## src/rtl/sdbp_upload_ctrl.sv

```systemverilog
// ============================================================================
// sdbp_upload_ctrl
//
// Purpose:
//   Moves one frame of per-zone gray maxima from the gray FIFO to the LED
//   driver's zone memory. After reset the block first waits out the driver
//   configuration period. It then waits for a trigger, which is either a
//   frame_done pulse or a tick of the free-running period timer. On a trigger
//   it raises the SDBP start flag for FLAG_LEN cycles. It then pops ZONES words
//   from the FIFO and writes them to consecutive zone addresses.
//   A trigger that arrives while an upload is in progress is remembered once.
//   Any further triggers during that upload are dropped.
//
// Compile-time option:
//   SDBP_UPLOAD_TIMEOUT_EN - when defined, TIMEOUT consecutive empty-FIFO
//   cycles in READ abort the transfer and set the sticky err_underrun flag.
//   When undefined, READ waits for data indefinitely and err_underrun is 0.
//
// Ports:
//   clk          in   1  sole clock, rising edge
//   rst          in   1  asynchronous active-high reset
//   frame_done   in   1  single-cycle pulse, a full frame sits in the FIFO
//   fifo_q       in  16  FIFO read data, valid one cycle after fifo_rd_en
//   fifo_empty   in   1  FIFO empty flag
//   fifo_rd_en   out  1  FIFO pop strobe
//   sdbpflag     out  1  SDBP start flag to the LED driver
//   wtaddr       out 10  zone write address
//   wtdina       out 16  zone write data
//   wtvalid      out  1  qualifies wtaddr/wtdina
//   busy         out  1  high while in FLAG or READ
//   err_underrun out  1  sticky transfer-abort flag
// ============================================================================
module sdbp_upload_ctrl #(
    parameter int CFG_WAIT     = 2500,
    parameter int FRAME_PERIOD = 420000,
    parameter int FLAG_LEN     = 29,
    parameter int ZONES        = 360,
    parameter int TIMEOUT      = 1024
) (
    input  logic        clk,
    input  logic        rst,
    input  logic        frame_done,
    input  logic [15:0] fifo_q,
    input  logic        fifo_empty,
    output logic        fifo_rd_en,
    output logic        sdbpflag,
    output logic [9:0]  wtaddr,
    output logic [15:0] wtdina,
    output logic        wtvalid,
    output logic        busy,
    output logic        err_underrun
);

    // Each counter is sized to hold its terminal value without wrapping.
    localparam int CFG_W  = $clog2(CFG_WAIT + 1);
    localparam int PER_W  = $clog2(FRAME_PERIOD + 1);
    localparam int FLAG_W = $clog2(FLAG_LEN + 1);
    localparam int ZONE_W = $clog2(ZONES + 1);

    // Reject parameter sets the address bus or the counters cannot represent.
    if (CFG_WAIT < 1 || FRAME_PERIOD < 2 || FLAG_LEN < 1 ||
        ZONES < 1 || ZONES > 1024 || TIMEOUT < 2) begin : g_bad_params
        $error("sdbp_upload_ctrl: illegal parameter combination");
    end

    typedef enum logic [1:0] {
        WAIT_CFG = 2'd0,
        IDLE     = 2'd1,
        FLAG     = 2'd2,
        READ     = 2'd3
    } state_t;

    state_t              state_q, state_d;
    logic [CFG_W-1:0]    cfg_cnt_q, cfg_cnt_d;
    logic [PER_W-1:0]    timer_q, timer_d;
    logic [FLAG_W-1:0]   flag_cnt_q, flag_cnt_d;
    logic [ZONE_W-1:0]   issued_q, issued_d;
    logic [ZONE_W-1:0]   index_q, index_d;
    logic                pending_q, pending_d;
    logic                pop_q, pop_d;
    logic [9:0]          wtaddr_q, wtaddr_d;
    logic [15:0]         wtdina_q, wtdina_d;

`ifdef SDBP_UPLOAD_TIMEOUT_EN
    localparam int TO_W = $clog2(TIMEOUT + 1);
    logic [TO_W-1:0]     empty_run_q, empty_run_d;
    logic                err_q, err_d;
`endif

    logic in_cfg;
    logic tick;
    logic trigger;
    logic pop;
    logic last_write;

    // The period timer and both trigger sources are held off during
    // configuration. A pop is only issued while data is present and the
    // frame is not yet fully requested. The ZONES-th write ends the transfer.
    always_comb begin
        in_cfg     = (state_q == WAIT_CFG);
        tick       = !in_cfg && (timer_q == PER_W'(FRAME_PERIOD - 1));
        trigger    = !in_cfg && (frame_done || tick);
        pop        = (state_q == READ) && !fifo_empty &&
                     (issued_q < ZONE_W'(ZONES));
        last_write = (state_q == READ) && pop_q &&
                     (index_q == ZONE_W'(ZONES - 1));
    end

    // Next-state and datapath logic.
    // The period timer sits at 0 during configuration. It starts counting
    // on the cycle after configuration ends.
    // issued counts pops and sets the write address.
    // index counts completed writes and decides when the frame is done.
    // They differ because the write lags its pop by one cycle.
    always_comb begin
        state_d    = state_q;
        cfg_cnt_d  = cfg_cnt_q;
        flag_cnt_d = flag_cnt_q;
        issued_d   = issued_q;
        index_d    = index_q;
        pending_d  = pending_q;
        pop_d      = pop;
        wtaddr_d   = wtaddr_q;
        wtdina_d   = wtdina_q;
`ifdef SDBP_UPLOAD_TIMEOUT_EN
        empty_run_d = '0;
        err_d       = err_q;
`endif

        if (in_cfg || tick) begin
            timer_d = '0;
        end else begin
            timer_d = timer_q + PER_W'(1);
        end

        if (pop) begin
            wtaddr_d = 10'(issued_q);
        end
        if (pop_q) begin
            wtdina_d = fifo_q;
        end

        unique case (state_q)
            WAIT_CFG: begin
                if (cfg_cnt_q == CFG_W'(CFG_WAIT - 1)) begin
                    state_d   = IDLE;
                    cfg_cnt_d = '0;
                end else begin
                    cfg_cnt_d = cfg_cnt_q + CFG_W'(1);
                end
            end

            IDLE: begin
                flag_cnt_d = '0;
                if (pending_q) begin
                    state_d   = FLAG;
                    pending_d = 1'b0;
                end else if (trigger) begin
                    state_d = FLAG;
                end
            end

            FLAG: begin
                if (trigger) begin
                    pending_d = 1'b1;
                end
                if (flag_cnt_q == FLAG_W'(FLAG_LEN - 1)) begin
                    state_d    = READ;
                    flag_cnt_d = '0;
                end else begin
                    flag_cnt_d = flag_cnt_q + FLAG_W'(1);
                end
            end

            READ: begin
                if (trigger) begin
                    pending_d = 1'b1;
                end
                if (pop) begin
                    issued_d = issued_q + ZONE_W'(1);
                end
                if (pop_q) begin
                    index_d = index_q + ZONE_W'(1);
                end
                if (last_write) begin
                    state_d  = IDLE;
                    issued_d = '0;
                    index_d  = '0;
                end
`ifdef SDBP_UPLOAD_TIMEOUT_EN
                // A non-empty cycle restarts the run.
                // An abort keeps pending, so a trigger queued during
                // the failed transfer still starts a new one.
                else if (fifo_empty) begin
                    if (empty_run_q == TO_W'(TIMEOUT - 1)) begin
                        state_d  = IDLE;
                        issued_d = '0;
                        index_d  = '0;
                        err_d    = 1'b1;
                    end else begin
                        empty_run_d = empty_run_q + TO_W'(1);
                    end
                end
`endif
            end

            default: begin
                state_d = WAIT_CFG;
            end
        endcase
    end

    // State and datapath registers.
    // rst clears every register at once. An upload in progress stops
    // immediately, and the sequence restarts from configuration.
    always_ff @(posedge clk or posedge rst) begin
        if (rst) begin
            state_q    <= WAIT_CFG;
            cfg_cnt_q  <= '0;
            timer_q    <= '0;
            flag_cnt_q <= '0;
            issued_q   <= '0;
            index_q    <= '0;
            pending_q  <= 1'b0;
            pop_q      <= 1'b0;
            wtaddr_q   <= '0;
            wtdina_q   <= '0;
        end else begin
            state_q    <= state_d;
            cfg_cnt_q  <= cfg_cnt_d;
            timer_q    <= timer_d;
            flag_cnt_q <= flag_cnt_d;
            issued_q   <= issued_d;
            index_q    <= index_d;
            pending_q  <= pending_d;
            pop_q      <= pop_d;
            wtaddr_q   <= wtaddr_d;
            wtdina_q   <= wtdina_d;
        end
    end

`ifdef SDBP_UPLOAD_TIMEOUT_EN
    // Empty-run counter and sticky abort flag.
    always_ff @(posedge clk or posedge rst) begin
        if (rst) begin
            empty_run_q <= '0;
            err_q       <= 1'b0;
        end else begin
            empty_run_q <= empty_run_d;
            err_q       <= err_d;
        end
    end

    assign err_underrun = err_q;
`else
    assign err_underrun = 1'b0;
`endif

    // FIFO data arrives in the cycle after its pop. wtdina therefore passes
    // fifo_q straight through on that cycle. On other cycles it shows the
    // last word written, so the write bus holds steady between writes.
    assign fifo_rd_en = pop;
    assign sdbpflag   = (state_q == FLAG);
    assign busy       = (state_q == FLAG) || (state_q == READ);
    assign wtvalid    = pop_q;
    assign wtaddr     = wtaddr_q;
    assign wtdina     = pop_q ? fifo_q : wtdina_q;

endmodule

```

## config.mk

```make
export PLATFORM = sky130hd
export DESIGN_NAME = sdbp_upload_ctrl
export DESIGN_NICKNAME = d
export VERILOG_FILES = /design/src/rtl/sdbp_upload_ctrl.sv
export SDC_FILE = /design/constraint.sdc
export NUM_CORES = 1
export LEC_CHECK = 0
export ABC_AREA = 1
export ABC_CLOCK_PERIOD_IN_PS = 3100
export CAP_MARGIN = 10
export CORE_MARGIN = 4
export CORE_UTILIZATION = 35
export CTS_CLUSTER_SIZE = 12
export DETAILED_ROUTE_END_ITERATION = 16
export GPL_TIMING_DRIVEN = 0
export PLACE_DENSITY = 0.59
export SYNTH_ARGS = -nofsm -noshare
export SYNTH_HDL_FRONTEND = slang
export SYNTH_SLANG_ARGS = --single-unit
```

## constraint.sdc

```tcl
create_clock -name clk -period 3.1 [get_ports clk]
set_input_delay 0.62 -clock clk [delete_from_list [all_inputs] [get_ports clk]]
set_output_delay 0.62 -clock clk [all_outputs]
set_load 0.05 [all_outputs]
```

==> flow_summary.json, run 1 <==
{
  "drive_gt1_share_pct": 17.7,
  "firstDrtPassIters": 4,
  "via_per_inst": 4.60,
  "timing.fmax_mhz": 341,
  "post-dp-hpwl_um": 6520,
  "postLayoutCoreUtil_pct": 44.3,
  "finalSetupViolCount": 0,
  "irDropWorstVdd_v": 0.000217,
  "cts_sinks": 83,
  "cap_violations": 0,
  "crit_type": "flip-flop to primary output",
  "cts_buffers": 9,
  "powerDensity_nw_per_um2": 425,
  "clockBufferDepth": 2,
  "synth_commonest_cells": "92 x nand2_1, 83 x dfrtp_1, 50 x inv_1",
  "synth_top_cell_by_area": "dfrtp_1",
  "clk_latency_ns": 0.34,
  "yosys_warnings": 0,
  "gp_congestion": 0.846,
  "hold_ws_ns": 0.470,
  "antenna_found_initial": 0,
  "final_cell_area_um2": 5370,
  "slew_headroom_pct": 64.7,
  "place_area_um2": 5080,
  "worst_setup_path_start_kind": "flip-flop",
  "synth_top_area_share_pct": 47.6,
  "post-route-period-util_pct": 94.5,
  "instances_no_fill": 717,
  "core_area_um2": 12100,
  "cp-end-kind": "primary output",
  "postRouteAntennaNets": 0,
  "grt_pass1_wl_um": 15500,
  "cp_max_fo": 11,
  "async_reset_ff_share_pct": 100,
  "grt_pass1_vias": 3312,
  "vias": 3301,
  "status": "finished, final reports clean",
  "ctsHoldBuffers": 0,
  "synth_most_common_cell": "nand2_1",
  "grt_max_degree": 65,
  "cts_root_buffer": "clkbuf_16",
  "setup_tns_ns": 0,
  "start_util_pct": 36.0,
  "ys_seq_elements": 83,
  "diodes": 0,
  "die_w_um": 120,
  "io_buffers": 48,
  "finalHoldViolCount": 0,
  "ys_seq_area_share_pct": 47.6,
  "row_count": 40,
  "power_leakage_nw": 2.40,
  "avgRoutedWirePerCell_um": 12.0,
  "gr-total-overflow": 0,
  "dieArea_um2": 14300,
  "tightest_slew_ns": 0.528,
  "fin_crit_ns": 2.93,
  "syn2layout_area_growth_pct": 23.2,
  "syn_inst": 483,
  "finalNetCount": 575,
  "grt_setup_unrepaired": "false",
  "dp.cells": 701,
  "ys.flop_type": "dfrtp_1",
  "fin_ws_ns": 0.170,
  "pre_cts_ws_ns": -0.00372,
  "htreeDepth": 3,
  "clk_pin_slew_ns": 0.06,
  "wl_um": 8630,
  "drc": 0,
  "dieHeight_um": 120,
  "ios": 51,
  "slew_violations": 0,
  "worstPathArrival_ns": 2.31,
  "first_iter_violations": 204,
  "syn_area_per_cell_um2": 9.03,
  "fin_skew_ns": 0.00699,
  "grt_util_all_layers_pct": 13.1,
  "crit_required_ns": 2.48,
  "cts_tree": "yes",
  "synth_edf_count": 0,
  "post_cts_buffers": 0,
  "p_total_mw": 2.28,
  "synth.area.top_cells": "dfrtp_1 48%, nand2_1 7.9%, inv_1 4.3%",
  "ys_types": 42,
  "hp-class": "flip-flop to flip-flop",
  "synth_area_um2": 4360
}
## worst max-delay path: stages (launching register included)
cell and delay [ns]:
dfrtp_1 0.44, ha_1 0.37, inv_1 0.11, nor3_1 0.14, nand2_1 0.11, nand2_4 0.13, buf_6 0.16, clkdlybuf4s15_1 0.51
## final timing paths
check	slack, ns	startpoint	end	depth (start not counted)
setup / recovery	0.17	state_q[0]$_DFFE_PP0P_	fifo_rd_en	7
hold / removal	0.47	wtaddr[1]$_DFFE_PP0P_	wtaddr[1]$_DFFE_PP0P_	2
setup reg to reg	1.21	state_q[0]$_DFFE_PP0P_	issued_q[0]$_DFFE_PP0P_	7
hold reg to reg	0.47	wtaddr[1]$_DFFE_PP0P_	wtaddr[1]$_DFFE_PP0P_	2
max in group asynchronous	1.93	rst	timer_q[4]$_DFF_PP0_	3
min in group asynchronous	0.58	rst	flag_cnt_q[1]$_DFFE_PP0P_	2
## registers in the layout, indices dropped and copies added, names as in the netlist
signal,count
index_q,9
flag_cnt_q,5
cfg_cnt_q,12
wtaddr,9
wtvalid,1
timer_q,19
issued_q,9
state_q,2
pending_q,1
wtdina_q,16
## logic make-up (layout without fill, tap and decap cells)
group / Yosys count / in the layout / share of synthesized area, %
and+or+nand+nor: 247 / 247 / 29.2
other: 1 / 2 / 0.0860
AOI/OAI and AO/OA: 36 / 36 / 4.91
buffers and inverters: 69 / 134 / 6.89
adders and majority gates: 11 / 11 / 3.16
xor gates and xnor gates: 20 / 20 / 4.02
DFF: 83 / 83 / 47.6
muxes: 16 / 16 / 4.13
## timing repair
action	in CTS	in global routing
gates resized for setup	1	1
setup endpoints to repair	1	1
pin swaps	0	0
## metal layers
layer,up-vias,GRT usage (%),wire length (µm)
met5,-,0,0
met2,54,20.3,3920
met3,12,4.29,435
met4,0,3.65,112
met1,1555,17.6,4170
li1,1680,-,-
## final cells by class
type                    count  area [µm²]
fillers                  1224        6740
flip-flops and latches     83        2080
multi-input cells         332        1990
repair buffers             49         508
clock buffers              10         239
inverters                  59         224
well taps                 168         210
plain buffers              10        78.8
clock inverters             6        48.8
## cells in the final DEF (no fill, tap or decap), types with 11 or more instances in the layout
cell type,synthesis,routed
mux2_2,16,16
nor2_1,48,48
xor2_1,20,20
dfrtp_1,83,83
ha_1,11,11
inv_1,50,49
nand3_1,30,30
nor3_1,21,21
nand2_1,92,92
clkdlybuf4s50_1,0,47
a21oi_1,11,11
## power breakdown
part	total [mW]	leakage, nW	internal [mW]	switching [mW]
logic	0.163	1.16	0.0623	0.101
clock network	1.01	0.132	0.571	0.443
registers	1.10	1.11	1.10	0.00538
(Power assumes the default switching activity.)
==> inputs of run 2 (changes only) <==
Settings changed: CORE_UTILIZATION 35 to 55, PLACE_DENSITY 0.59 to 0.84, SETUP_SLACK_MARGIN set to 0.2.
==> flow_summary.json, run 2 (same netlist as run 1, synthesis figures left out) <==
{
  "status": "finished, final reports clean",
  "cp_max_fo": 11,
  "antenna_found_initial": 0,
  "p_sw_share_pct": 24.4,
  "start_util_pct": 56.4,
  "timing.fmax_mhz": 369,
  "fin_skew_ns": 0.00948,
  "clk_pin_slew_ns": 0.09,
  "clockBufferDepth": 2,
  "firstDrtPassIters": 4,
  "diodes": 0,
  "ctsHoldBuffers": 0,
  "fin_crit_ns": 2.71,
  "io_buffers": 48,
  "postRouteAntennaNets": 0,
  "clkPwrFrac_pct": 39.2,
  "gp_congestion": 0.901,
  "slew_violations": 0,
  "grt_util_all_layers_pct": 20.4,
  "htreeDepth": 3,
  "dieHeight_um": 97.0,
  "grt_pass1_vias": 3543,
  "tightest_slew_ns": 0.541,
  "cts_sinks": 83,
  "gr-total-overflow": 0,
  "grt_pass1_wl_um": 16000,
  "cp-end-kind": "primary output",
  "vias": 3437,
  "crit_required_ns": 2.48,
  "postLayoutCoreUtil_pct": 67.7,
  "final_common_cell": "nand2_1",
  "p_int_mw": 1.58,
  "die_w_um": 97.0,
  "dieArea_um2": 9410,
  "post_cts_buffers": 0,
  "p_total_mw": 2.08,
  "power_leakage_nw": 2.49,
  "grt_max_degree": 68,
  "syn2layout_area_growth_pct": 19.9,
  "largest_reg_flops": 19,
  "ios": 51,
  "worst_setup_path_start_kind": "flip-flop",
  "via_per_inst": 5.28,
  "wl_um": 9070,
  "top_register": "timer_q",
  "drc": 0,
  "post-dp-hpwl_um": 6680,
  "avgRoutedWirePerCell_um": 13.9,
  "cts_root_buffer": "clkbuf_8",
  "cts_tree": "yes",
  "finalSetupViolCount": 0,
  "largestRegisters": "timer_q: 19 flops, wtdina_q: 16 flops, cfg_cnt_q: 12 flops",
  "power.switching_uw": 508,
  "cts_buffers": 9,
  "row_count": 32,
  "finalHoldViolCount": 0,
  "power_frac_comb_pct": 7.8,
  "powerDensity_nw_per_um2": 399,
  "layout_common_cells": "92 x nand2_1, 83 x dfrtp_1, 49 x inv_1",
  "clk_latency_ns": 0.36,
  "worstPathArrival_ns": 2.09,
  "hp-class": "flip-flop to flip-flop",
  "core_area_um2": 7730,
  "drive_gt1_share_pct": 18.0,
  "finalNetCount": 575,
  "slew_headroom_pct": 63.8,
  "irDropWorstVdd_v": 0.000275,
  "grt_setup_unrepaired": "false",
  "post-route-period-util_pct": 87.5,
  "power.share.sequential_pct": 52.9,
  "first_iter_violations": 139,
  "crit_type": "flip-flop to primary output",
  "cap_violations": 0
}
run 2: what timing repair did:
| item | CTS | global route |
|---|---|---|
| pin swaps | 0 | 0 |
| setup endpoints to repair | 5 | 8 |
| resized for setup | 7 | 8 |
run 2: layout make-up:
cell class	count	area, µm²
Timing Repair Buffer	49	522
Clock inverter	5	60.1
Sequential cell	83	2080
Clock buffer	11	151
Tap cell	102	128
Buffer	10	78.8
Inverter	59	224
Fill cell	606	2500
Multi-Input combinational cell	332	1990
run 2: final timing paths:
| path | endpoint | start | cells past startpoint | slack (ns) |
|---|---|---|---|---|
| max | fifo_rd_en | state_q[0]$_DFFE_PP0P_ | 7 | 0.39 |
| min | wtaddr[1]$_DFFE_PP0P_ | wtaddr[1]$_DFFE_PP0P_ | 2 | 0.50 |
| max reg2reg | state_q[0]$_DFFE_PP0P_ | timer_q[0]$_DFF_PP0_ | 10 | 1.26 |
| min reg2reg | wtaddr[1]$_DFFE_PP0P_ | wtaddr[1]$_DFFE_PP0P_ | 2 | 0.50 |
| max in group asynchronous | index_q[3]$_DFFE_PP0P_ | rst | 3 | 1.95 |
| min in group asynchronous | timer_q[11]$_DFF_PP0_ | rst | 2 | 0.55 |
run 2: critical path: stages, from the launching register on:
cell	delay, ns
dfrtp_1	0.45
ha_2	0.27
inv_1	0.08
nor3_1	0.13
nand2_1	0.12
nand2_4	0.14
buf_6	0.17
clkdlybuf4s15_2	0.38
run 2: metrics by stage:
stage	cell area, µm²	instances	setup TNS, ns	hold slack (ns)	worst slack, ns
CTS	5210	651	0	0.494	0.204
global placement	4970	634	-75.88	0.460	-0.919
global route	5230	651	0	0.514	0.212
floorplan	4360	484	0	0.460	0.343
detailed placement	5000	635	-0.000485	0.464	-0.000485
finish	5230	651	0	0.496	0.387
run 2: layer usage:
metal | global-route usage [%] | part of all wire [%] | routed length (µm) | vias to the layer above
met4 | 6.70 | 2.1 | 187 | 0
met1 | 25.0 | 43 | 3900 | 1652
met2 | 34.1 | 49 | 4480 | 79
li1 | - | - | - | 1682
met3 | 6.78 | 5.6 | 506 | 24
met5 | 0 | 0 | 0 | -
run 2: power groups by stage:
| stage | clock (mW) | combinational [mW] | sequential, mW |
|---|---|---|---|
| after floorplan | 0 | 0.0813 | 1.14 |
| after global placement | 0 | 0.159 | 1.12 |
| after detailed placement | 0 | 0.167 | 1.12 |
| after CTS | 0.834 | 0.166 | 1.10 |
| after global routing | 0.880 | 0.174 | 1.11 |
| final | 0.818 | 0.163 | 1.10 |
